--- config.mk ---
export PLATFORM = sky130hd
export DESIGN_NAME = mux2_rr_arbiter
export DESIGN_NICKNAME = d
export VERILOG_FILES = /design/src/rtl/mux2_rr_arbiter.sv
export SDC_FILE = /design/constraint.sdc
export NUM_CORES = 1
export LEC_CHECK = 0
export CAP_MARGIN = 20
export CORE_AREA = 2 2 39 41
export CTS_BUF_LIST = sky130_fd_sc_hd__clkbuf_16
export CTS_CLUSTER_SIZE = 25
export DETAILED_ROUTE_END_ITERATION = 16
export DIE_AREA = 0 0 41 43
export PLACE_DENSITY_LB_ADDON = 0.12
export SLEW_MARGIN = 40
export SYNTH_ARGS = -nofsm -noshare
export SYNTH_HDL_FRONTEND = slang
export SYNTH_SLANG_ARGS = --single-unit
--- constraint.sdc ---
create_clock -name clk -period 1.8 [get_ports clk]
set_input_delay 0.18 -clock clk [delete_from_list [all_inputs] [get_ports clk]]
set_output_delay 0.18 -clock clk [all_outputs]
set_load 0.01 [all_outputs]
--- src/rtl/mux2_rr_arbiter.sv ---
// Round-robin arbiter and sequencer for a shared registered 2:1 mux.
// Ports:
//   clk, rst          rising-edge clock, async active-high reset
//   req_a, req_b      requests from sides A and B
//   a, b              data from sides A and B
//   gnt_a, gnt_b      registered grants (never both high)
//   sel               mux select, equals gnt_b
//   q, q_valid, q_src registered mux output, valid flag, source side
module mux2_rr_arbiter #(
   parameter int WIDTH    = 1,
   parameter int MAX_HOLD = 4
) (
   input  logic             clk,
   input  logic             rst,
   input  logic             req_a,
   input  logic             req_b,
   input  logic [WIDTH-1:0] a,
   input  logic [WIDTH-1:0] b,
   output logic             gnt_a,
   output logic             gnt_b,
   output logic             sel,
   output logic [WIDTH-1:0] q,
   output logic             q_valid,
   output logic             q_src
);

   localparam int CW = (MAX_HOLD > 1) ? $clog2(MAX_HOLD) : 1;
   localparam logic [CW-1:0] CMAX = CW'(MAX_HOLD - 1);

   // One-hot style encoding so the grants come straight off the state flops.
   typedef enum logic [1:0] {
      IDLE  = 2'b00,
      OWN_A = 2'b01,
      OWN_B = 2'b10
   } state_t;

   state_t        state, state_nx;
   logic [CW-1:0] cnt, cnt_nx;
   logic          last, last_nx;  // last served side: 0 = A, 1 = B

   always_ff @(posedge clk or posedge rst) begin
      if (rst) begin
         state <= IDLE;
         cnt   <= '0;
         last  <= 1'b1;
      end else begin
         state <= state_nx;
         cnt   <= cnt_nx;
         last  <= last_nx;
      end
   end

   always_comb begin
      state_nx = state;
      cnt_nx   = cnt;
      last_nx  = last;
      unique case (state)
         IDLE: begin
            if (req_a && req_b)
               state_nx = last ? OWN_A : OWN_B;
            else if (req_a)
               state_nx = OWN_A;
            else if (req_b)
               state_nx = OWN_B;
         end
         OWN_A: begin
            if (!req_a)
               state_nx = req_b ? OWN_B : IDLE;
            else if (req_b && cnt == CMAX)
               state_nx = OWN_B;
         end
         OWN_B: begin
            if (!req_b)
               state_nx = req_a ? OWN_A : IDLE;
            else if (req_a && cnt == CMAX)
               state_nx = OWN_A;
         end
         default: state_nx = IDLE;
      endcase

      // Saturating at CMAX lets an uncontested owner keep the grant while
      // still allowing an immediate handover once the other side asks.
      if (state_nx != state)
         cnt_nx = '0;
      else if (state != IDLE && cnt != CMAX)
         cnt_nx = cnt + 1'b1;

      if (state_nx == OWN_A && state != OWN_A)
         last_nx = 1'b0;
      else if (state_nx == OWN_B && state != OWN_B)
         last_nx = 1'b1;
   end

   assign gnt_a = state[0];
   assign gnt_b = state[1];
   assign sel   = gnt_b;

   // A side that drops its request while still granted gives no sample.
   always_ff @(posedge clk or posedge rst) begin
      if (rst) begin
         q       <= '0;
         q_valid <= 1'b0;
         q_src   <= 1'b0;
      end else if ((gnt_a && req_a) || (gnt_b && req_b)) begin
         q       <= sel ? b : a;
         q_src   <= sel;
         q_valid <= 1'b1;
      end else begin
         q_valid <= 1'b0;
      end
   end

endmodule

== After elaboration in Yosys (flattened, before gate mapping) ==
Cells that the tools add are included.

* Output and inout port bits: 6
* Register bits after elaboration: 8
* Logic and storage cells: 46
* Input bits: 6

* $add $sub $neg: 1
* Reductions and logical operators: 13
* Eq/ne operators: 9
* Mux-type cells: 17

{| class="wikitable"
|+ Operators with widths
! operator !! count
|-
| 2-bit two-way mux || 11
|-
| 1-bit logical AND || 8
|-
| 2-bit equality test, second input constant || 3
|-
| 2-bit case mux with 3 select lines || 1
|-
| 2-bit nonzero test || 3
|-
| 1-bit two-way mux || 5
|-
| 2-bit by 1-bit equality test with 1-bit output, second input constant || 2
|-
| 2-bit != test, second input constant || 2
|-
| 2-bit by 1-bit adder with 2-bit output, second input constant || 1
|-
| 2-bit logical NOT || 1
|-
| 2-bit by 1-bit != test with 1-bit output, second input constant || 1
|-
| 2-bit != test || 1
|-
| 1-bit logical OR || 1
|}

== Longest topological paths before layout ==
Gate-level depths: netlist of run 1.

* Depth after elaboration: 9
* Depth in mapped cells: 6

== Worst setup path before layout of run 1 ==
OpenSTA, ideal clock, no wires.

* Kind: reg-to-reg
* Start point: reg cnt[0]
* End point: reg state[1]
* Clock period less this slack: 1,314 ps
* Slack: 486 ps
* Setup time: 65 ps
* Arrival time: 1,249 ps
* Cell stages (with the launch flop): 7
* Cell sequence: dfrtp_1 -> ha_1 -> buf_6 -> nand2b_4 -> a21boi_2 -> a21oi_1 -> o211a_1

* Cells in the longest elaborated chain, start to end: 5

{| class="wikitable"
|+ RTL lines
! item !! line !! source
|-
| from (decl) || 38 || <nowiki>logic [CW-1:0] cnt, cnt_nx;</nowiki>
|-
| from (signal assigned) || 48 || <nowiki>cnt <= cnt_nx;</nowiki>
|-
| 2-bit equality test * || 69, 75 ||
|-
| 1-bit logical AND (on tied branches) || 75, 69 ||
|-
| 2-bit two-way mux (on tied branches) || 75, 69 ||
|-
| 2-bit two-way mux (on tied branches) || 73, 67 ||
|-
| 2-bit case mux with 3 select lines * || 57 || <nowiki>unique case (state)</nowiki>
|-
| via state_nx[1] || 37 || <nowiki>state_t state, state_nx;</nowiki>
|-
| to (signal assigned) || 47 || <nowiki>state <= state_nx;</nowiki>
|-
| to (decl) || 37 ||
|}

Mark *: on every way through the listed nets, which the timed path passes. The rest lies on a longest branch.
A chain may end at the register's enable or synchronous reset.

== Worst setup path after layout of run 1 ==
* Start point: reg state[0]
* End point: out gnt_a

{| class="wikitable"
|+ RTL lines
! item !! line !! source
|-
| to (decl) || 19 || <nowiki>output logic gnt_a,</nowiki>
|}

No word-level cell between the ends.

==> results of run 1 <==
## power breakdown
group / leakage (uW) / switching [uW] / internal (uW) / total (uW)
registers: 0.0000973 / 33.2 / 219 / 253
logic: 0.000162 / 92.3 / 104 / 196
clock network: 0.0000423 / 89.8 / 290 / 379
## routing by layer
layer	global-route usage [%]	wire, um	vias to the layer above
li1	-	-	224
met1	19.60	528	200
met2	21.25	502	11
met3	1.571	41	2
met4	10.00	9	0
met5	0	0	-
## cells in the final DEF (no fill, tap or decap)
cell             count
o211a_1              1
nor4b_1              1
clkbuf_16            3
o22ai_1              1
nor2_1               4
a21boi_2             1
mux2i_1              1
buf_4                1
a21oi_1              7
clkdlybuf4s50_1     11
nand2b_4             1
o21bai_1             3
o21ai_1              2
a21boi_1             1
inv_1                3
nand2b_1             1
nand2_1             11
o21ai_0              2
inv_2                1
ha_1                 1
dfrtp_1              7
dfstp_2              1
a31oi_1              1
nor3_1               4
## worst paths after layout
kind                            slack (ps)  cells after the start       end
worst max register to register         290                      5  state[1]
worst min-delay path                   200                      2     q_src
worst min register to register         520                      2     q_src
worst max-delay path                   250                      1     gnt_a
min in group clk                       520                      2     q_src
max in group asynchronous             1310                      2      last
## synthesized netlist by cell type
cell type | count | area (um^2)
a21oi_1 | 7 | 35.03
o21bai_1 | 3 | 22.52
nand2b_4 | 1 | 13.76
o22ai_1 | 1 | 6.260
o21ai_1 | 2 | 10.01
o211a_1 | 1 | 10.01
mux2i_1 | 1 | 10.01
o21ai_0 | 2 | 10.01
nand2b_1 | 1 | 6.260
buf_6 | 1 | 11.26
inv_1 | 2 | 7.510
inv_2 | 1 | 3.750
ha_1 | 1 | 12.51
a21boi_1 | 1 | 7.510
nand2_1 | 11 | 41.29
nor4b_1 | 1 | 8.760
a21boi_2 | 1 | 11.26
dfstp_2 | 1 | 26.28
dfrtp_1 | 7 | 175.2
a31oi_1 | 1 | 6.260
nor3_1 | 4 | 20.02
buf_4 | 2 | 15.01
nor2_1 | 4 | 15.01
buf_2 | 3 | 15.01
## sequential cells by signal, indices dropped and copies added, names as in the netlist
name / cells
cnt: 2
q_src: 1
state: 2
last: 1
q: 1
q_valid: 1
## through the flow
| stage | hold slack (ps) | cell area [um^2] | util (%) | setup WS [ps] |
|---|---|---|---|---|
| after floorplan | -5.058 | 500.5 | - | 485.6 |
| after global placement | 458.6 | 596.8 | 43.13 | 311.7 |
| after detailed placement | 459.1 | 596.8 | 43.13 | 321.8 |
| after CTS | 213.6 | 675.6 | 48.82 | 247.2 |
| after global routing | 245.3 | 675.6 | 48.82 | 210.6 |
| final | 203.0 | 675.6 | 48.82 | 253.1 |
## kinds of logic (layout without fill, tap and decap cells)
group                      count (synthesis)  after routing  share of synthesized area, %
AOI/OAI and AO/OA                         19             19                         23.75
adders and majority gates                  1              1                         2.500
buffers and inverters                      9             19                         10.50
DFF                                        8              8                         40.25
muxes                                      1              1                         2.000
and+or+nand+nor                           22             22                         21.00
## final cells by class
type                    count  area, um^2
clock buffers               3       75.07
well taps                  16       20.02
repair buffers             12       117.6
clock inverters             1       3.754
multi-input cells          43       246.5
inverters                   3       11.26
fillers                   138       708.2
flip-flops and latches      8       201.4
==> metrics.md, run 1 <==
| Metric | Value |
|---|---|
| Die height | `roughly 43 um` |
| Antenna violations before repair | `0` |
| Root buf cell | `clkbuf_16` |
| Sequential-to-total area share from yosys stat | `approximately two fifths` |
| Synthesized cell area | `~500 um^2` |
| Mapped Nets | `between 60 and 70` |
| First-pass detailed-route iteration total | `4` |
| Kind of end point of the critical path | `output pin` |
| Core area | `between 1000 and 1500 um^2` |
| Rel. slew slack | `roughly 76%` |
| DR vias/cell | `~5.1` |
| Status | `finished, final reports clean` |
| HP Class | `in2async` |
| Slowest stage delay, CP | `~600 ps` |
| Final setup violation count | `0` |
| Congestion Overflow GR | `0` |
| Vias | `roughly 440` |
| First-pass GRT wire length | `1718 um` |
| Data required time of the worst path | `1620 ps` |
| WS Path Type | `reg2out` |
| Row cnt | `14` |
| Post-cts sizing count | `0` |
| DP Wirelength | `around 730 um` |
| Pwr Density | `1225 nW/um^2` |
| CP max FO | `10` |
| # clock sinks | `8` |
| Post-route setup TNS | `0 ps` |
| Die X | `a little over 40 um` |
| Routability congestion estimate | `0.7740` |
| CP delay by family, top | `buffers and inverters` |
| Post-CTS Setup Bufs | `0` |
| DRT Wirelength | `~1100 um` |
| Clk buf depth | `2` |
| Vias in the first global route | `~400` |
| Initial core utilization | `between 30% and 40%` |
| Crit path DAT | `~1400 ps` |
| Worst setup path startpoint | `state[0]` |
| DRC | `0` |
| Fin crit period | `between 1500 and 2000 ps` |
| Slew Viols, Final | `0` |
| Worst Path Buf+Inv | `1` |
| DP Cell Count | `82` |
| Total GRT Usage | `14.71%` |
| Die Area | `around 1800 um^2` |
| Buffers added on ports | `11` |
| Layout net count | `slightly below 80` |
| Ant diodes | `0` |
| Synth warn | `0` |
| Syn_area_per_cell | `between 8 and 9 um^2` |
| Total Power | `827.9 uW` |
| Post-synthesis cell count | `60` |
| RSZ-0062 raised after global routing | `false` |
| Clock transition at path regs | `~40 ps` |
| Wire per inst | `~13 um` |
| Clock skew | `about 1.2 ps` |
| H-tree depth | `1` |
| Startpoint Class | `register` |
| Slowest stage cell, crit path | `clkdlybuf4s50_1` |
| Initial drt markers | `7` |
| Worst r2r src | `cnt[0]` |
| CTS tree | `yes` |
| Leakage | `about 0.0003 uW` |
| Max VDD drop | `just under 0.0006 V` |
| Fraction of layout cells with a size suffix above 1 | `11.43%` |
| Endpoints failing hold | `0` |
| Final period util | `85.94%` |
| Highest clock rate | `approximately 650 MHz` |
| Synth cell types | `24` |
| Hold_buf cts | `0` |
| Layout area overhead | `35.00%` |
| Finished Layout Cells | `86` |
| Clk Latency, worst-skew pair | `230 ps` |
| Synth Register Bits | `8` |
| CP cell instances | `clkdlybuf4s50_1` |
| Largest net degree at the start of global routing | `12` |
| Maxcap violations | `0` |
| # IOs | `12` |
| Final ANT Viol Nets | `0` |
| CTS buffer count | `3` |
| Slew @ Worst Pin | `roughly 370 ps` |
Power figures use the tool's default switching activity.
==> run 2, diff against run 1 <==
PLACE_DENSITY_LB_ADDON = default   (was 0.12)
==> run 2 against run 1 <==
Via count grew 0.46%. Utilization shrank 0.54 points. Routed wire length decreased by 8.8%. Critical path type unchanged. Largest cell class unchanged.
==> metrics.md, run 2 (synthesis results as in run 1) <==
| Metric | Value |
|---|---|
| Slowest stage delay, CP | `630 ps (+30 ps)` |
| Status | `finished, final reports clean` |
| DRT Wirelength | `986 um (-8.8%)` |
| Slowest stage cell, crit path | `clkdlybuf4s50_1` |
| Layout area overhead | `33.50%` |
| CP delay by family, top | `buffers and inverters` |
| Post-cts sizing count | `0 (unchanged)` |
| Ant diodes | `0 (unchanged)` |
| CTS buffer count | `3 (unchanged)` |
| DRC | `0 (unchanged)` |
| Placed instance area | `589.3 um^2 (-1.3%)` |
| Row cnt | `14 (unchanged)` |
| Layout net count | `77 (-1.3%)` |
| Slew @ Worst Pin | `468.2 ps (+102.7 ps)` |
| Final ANT Viol Nets | `0 (unchanged)` |
| Core area | `1384 um^2 (unchanged)` |
| DP Wirelength | `687.9 um (-5.9%)` |
| Max VDD drop | `0.0006203 V (+6.8%)` |
| Vias in the first global route | `372 (-7.9%)` |
| Comb pwr share | `21.7% (-2.0 points)` |
| Sequential share of power | `31.9% (+1.4 points)` |
| Die X | `41 um (unchanged)` |
| Worst Path Buf+Inv | `1 (unchanged)` |
| # IOs | `12 (unchanged)` |
| Switching share of power | `25.64% (-0.36 points)` |
| Initial core utilization | `36.17% (unchanged)` |
| Routability congestion estimate | `0.7211 (-6.8%)` |
| Post-route setup TNS | `0 ps (unchanged)` |
| Hold_buf cts | `0 (unchanged)` |
| Final period util | `92.10% (+6.2 points)` |
| Clock transition at path regs | `40 ps (about the same)` |
| Vias | `439 (+0.46%)` |
| Pwr Density | `1224 nW/um^2 (about the same)` |
| Post-layout util | `48.28% (-0.54 points)` |
| Most frequent cells in the layout | `11 x nand2_1, 11 x clkdlybuf4s50_1, 7 x a21oi_1, 7 x dfrtp_1` |
| Die Area | `1763 um^2 (unchanged)` |
| Maxcap violations | `0 (unchanged)` |
| Clock skew | `2.872 ps (+1.627 ps)` |
| Fin crit period | `1658 ps (+110.9 ps)` |
| Post-CTS Setup Bufs | `0 (unchanged)` |
| Largest registers | `cnt (2), state (2)` |
| Clk buf depth | `2 (unchanged)` |
| Fraction of layout cells with a size suffix above 1 | `10.14% (-1.3 points)` |
| Final setup violation count | `0 (unchanged)` |
| Antenna violations before repair | `0 (unchanged)` |
| Initial drt markers | `11 (+4)` |
| Wire per inst | `11.60 um (-7.7%)` |
| RSZ-0062 raised after global routing | `false` |
| Final instance area | `668.1 um^2 (-1.1%)` |
| Clk Latency, worst-skew pair | `230 ps (about the same)` |
| Internal power | `608.2 uW (-0.72%)` |
| Kind of end point of the critical path | `output pin` |
| Slew Viols, Final | `0 (unchanged)` |
| # clock sinks | `8 (unchanged)` |
| Cell depth of the worst setup path | `1 (unchanged)` |
| Data required time of the worst path | `1620 ps (about the same)` |
| CP cell instances | `clkdlybuf4s50_1` |
| Crit path DAT | `1480 ps (+110 ps)` |
| First-pass GRT wire length | `1649 um (-4.0%)` |
| Largest net degree at the start of global routing | `14 (+2)` |
| Buffers added on ports | `11 (unchanged)` |
| Die height | `43 um (unchanged)` |
| Switching power | `209.8 uW (-2.6%)` |
| Total Power | `817.9 uW (-1.2%)` |
| WS Path Type | `reg2out` |
| CTS tree | `yes` |
| HP Class | `in2async` |
| Total GRT Usage | `14.59% (-0.12 points)` |
| Highest clock rate | `603.2 MHz (-6.7%)` |
| First-pass detailed-route iteration total | `4 (unchanged)` |
| Leakage | `0.0002962 uW (-1.7%)` |
| Rel. slew slack | `68.79% (-6.8 points)` |
| Fill cell count | `138 (unchanged)` |
| DR vias/cell | `5.165 (+1.6%)` |
| Root buf cell | `clkbuf_16` |
| Congestion Overflow GR | `0 (unchanged)` |
| CP max FO | `13 (+3)` |
| Startpoint Class | `register` |
| Worst R2R Path Depth | `5 (unchanged)` |
| Endpoints failing hold | `0 (unchanged)` |
| Power share of the clock group | `46.4% (+0.6 points)` |
| H-tree depth | `1 (unchanged)` |
run 2: through the flow:
step                worst slack [ps]  std cells  hold WS (ps)
finish                         142.2         85         201.3
global route                   65.48         85         277.8
CTS                            130.2         85         210.6
detailed placement             347.6         81         459.1
global placement               323.5         81         451.2
floorplan                      485.6         60        -5.058
run 2: layout make-up:
class / instances / area (um^2) / share of cell area (%)
clock buffers: 3 / 75.07 / 11.24
flip-flops and latches: 8 / 201.4 / 30.15
multi-input cells: 43 / 246.5 / 36.89
clock inverters: 1 / 3.754 / 0.5618
inverters: 3 / 11.26 / 1.685
well taps: 16 / 20.02 / 2.996
repair buffers: 11 / 110.1 / 16.48
run 2: layer usage:
metal / up-vias / part of all wire, % / track usage (%)
met5: - / 0 / 0
met4: 0 / 1.2 / 12.00
met3: 2 / 7.1 / 4.712
met2: 15 / 42 / 16.56
met1: 199 / 49 / 21.19
li1: 223 / - / -
run 2: power groups by stage:
stage,combinational [uW],sequential [uW],clock (uW)
detailed placement,178,262,0
global route,198,267,399
finish,178,261,379
CTS,180,260,386
floorplan,116,255,0
global placement,179,263,0
run 2: path summary, 6_finish.rpt:
path,from,to,slack [ps]
max in group asynchronous,rst,last,1300
worst max-delay path,state[1],gnt_b,140
worst max register to register,cnt[0],state[1],340
min in group clk,q_src,q_src,510
worst min-delay path,rst,q_valid,200
worst min register to register,q_src,q_src,510
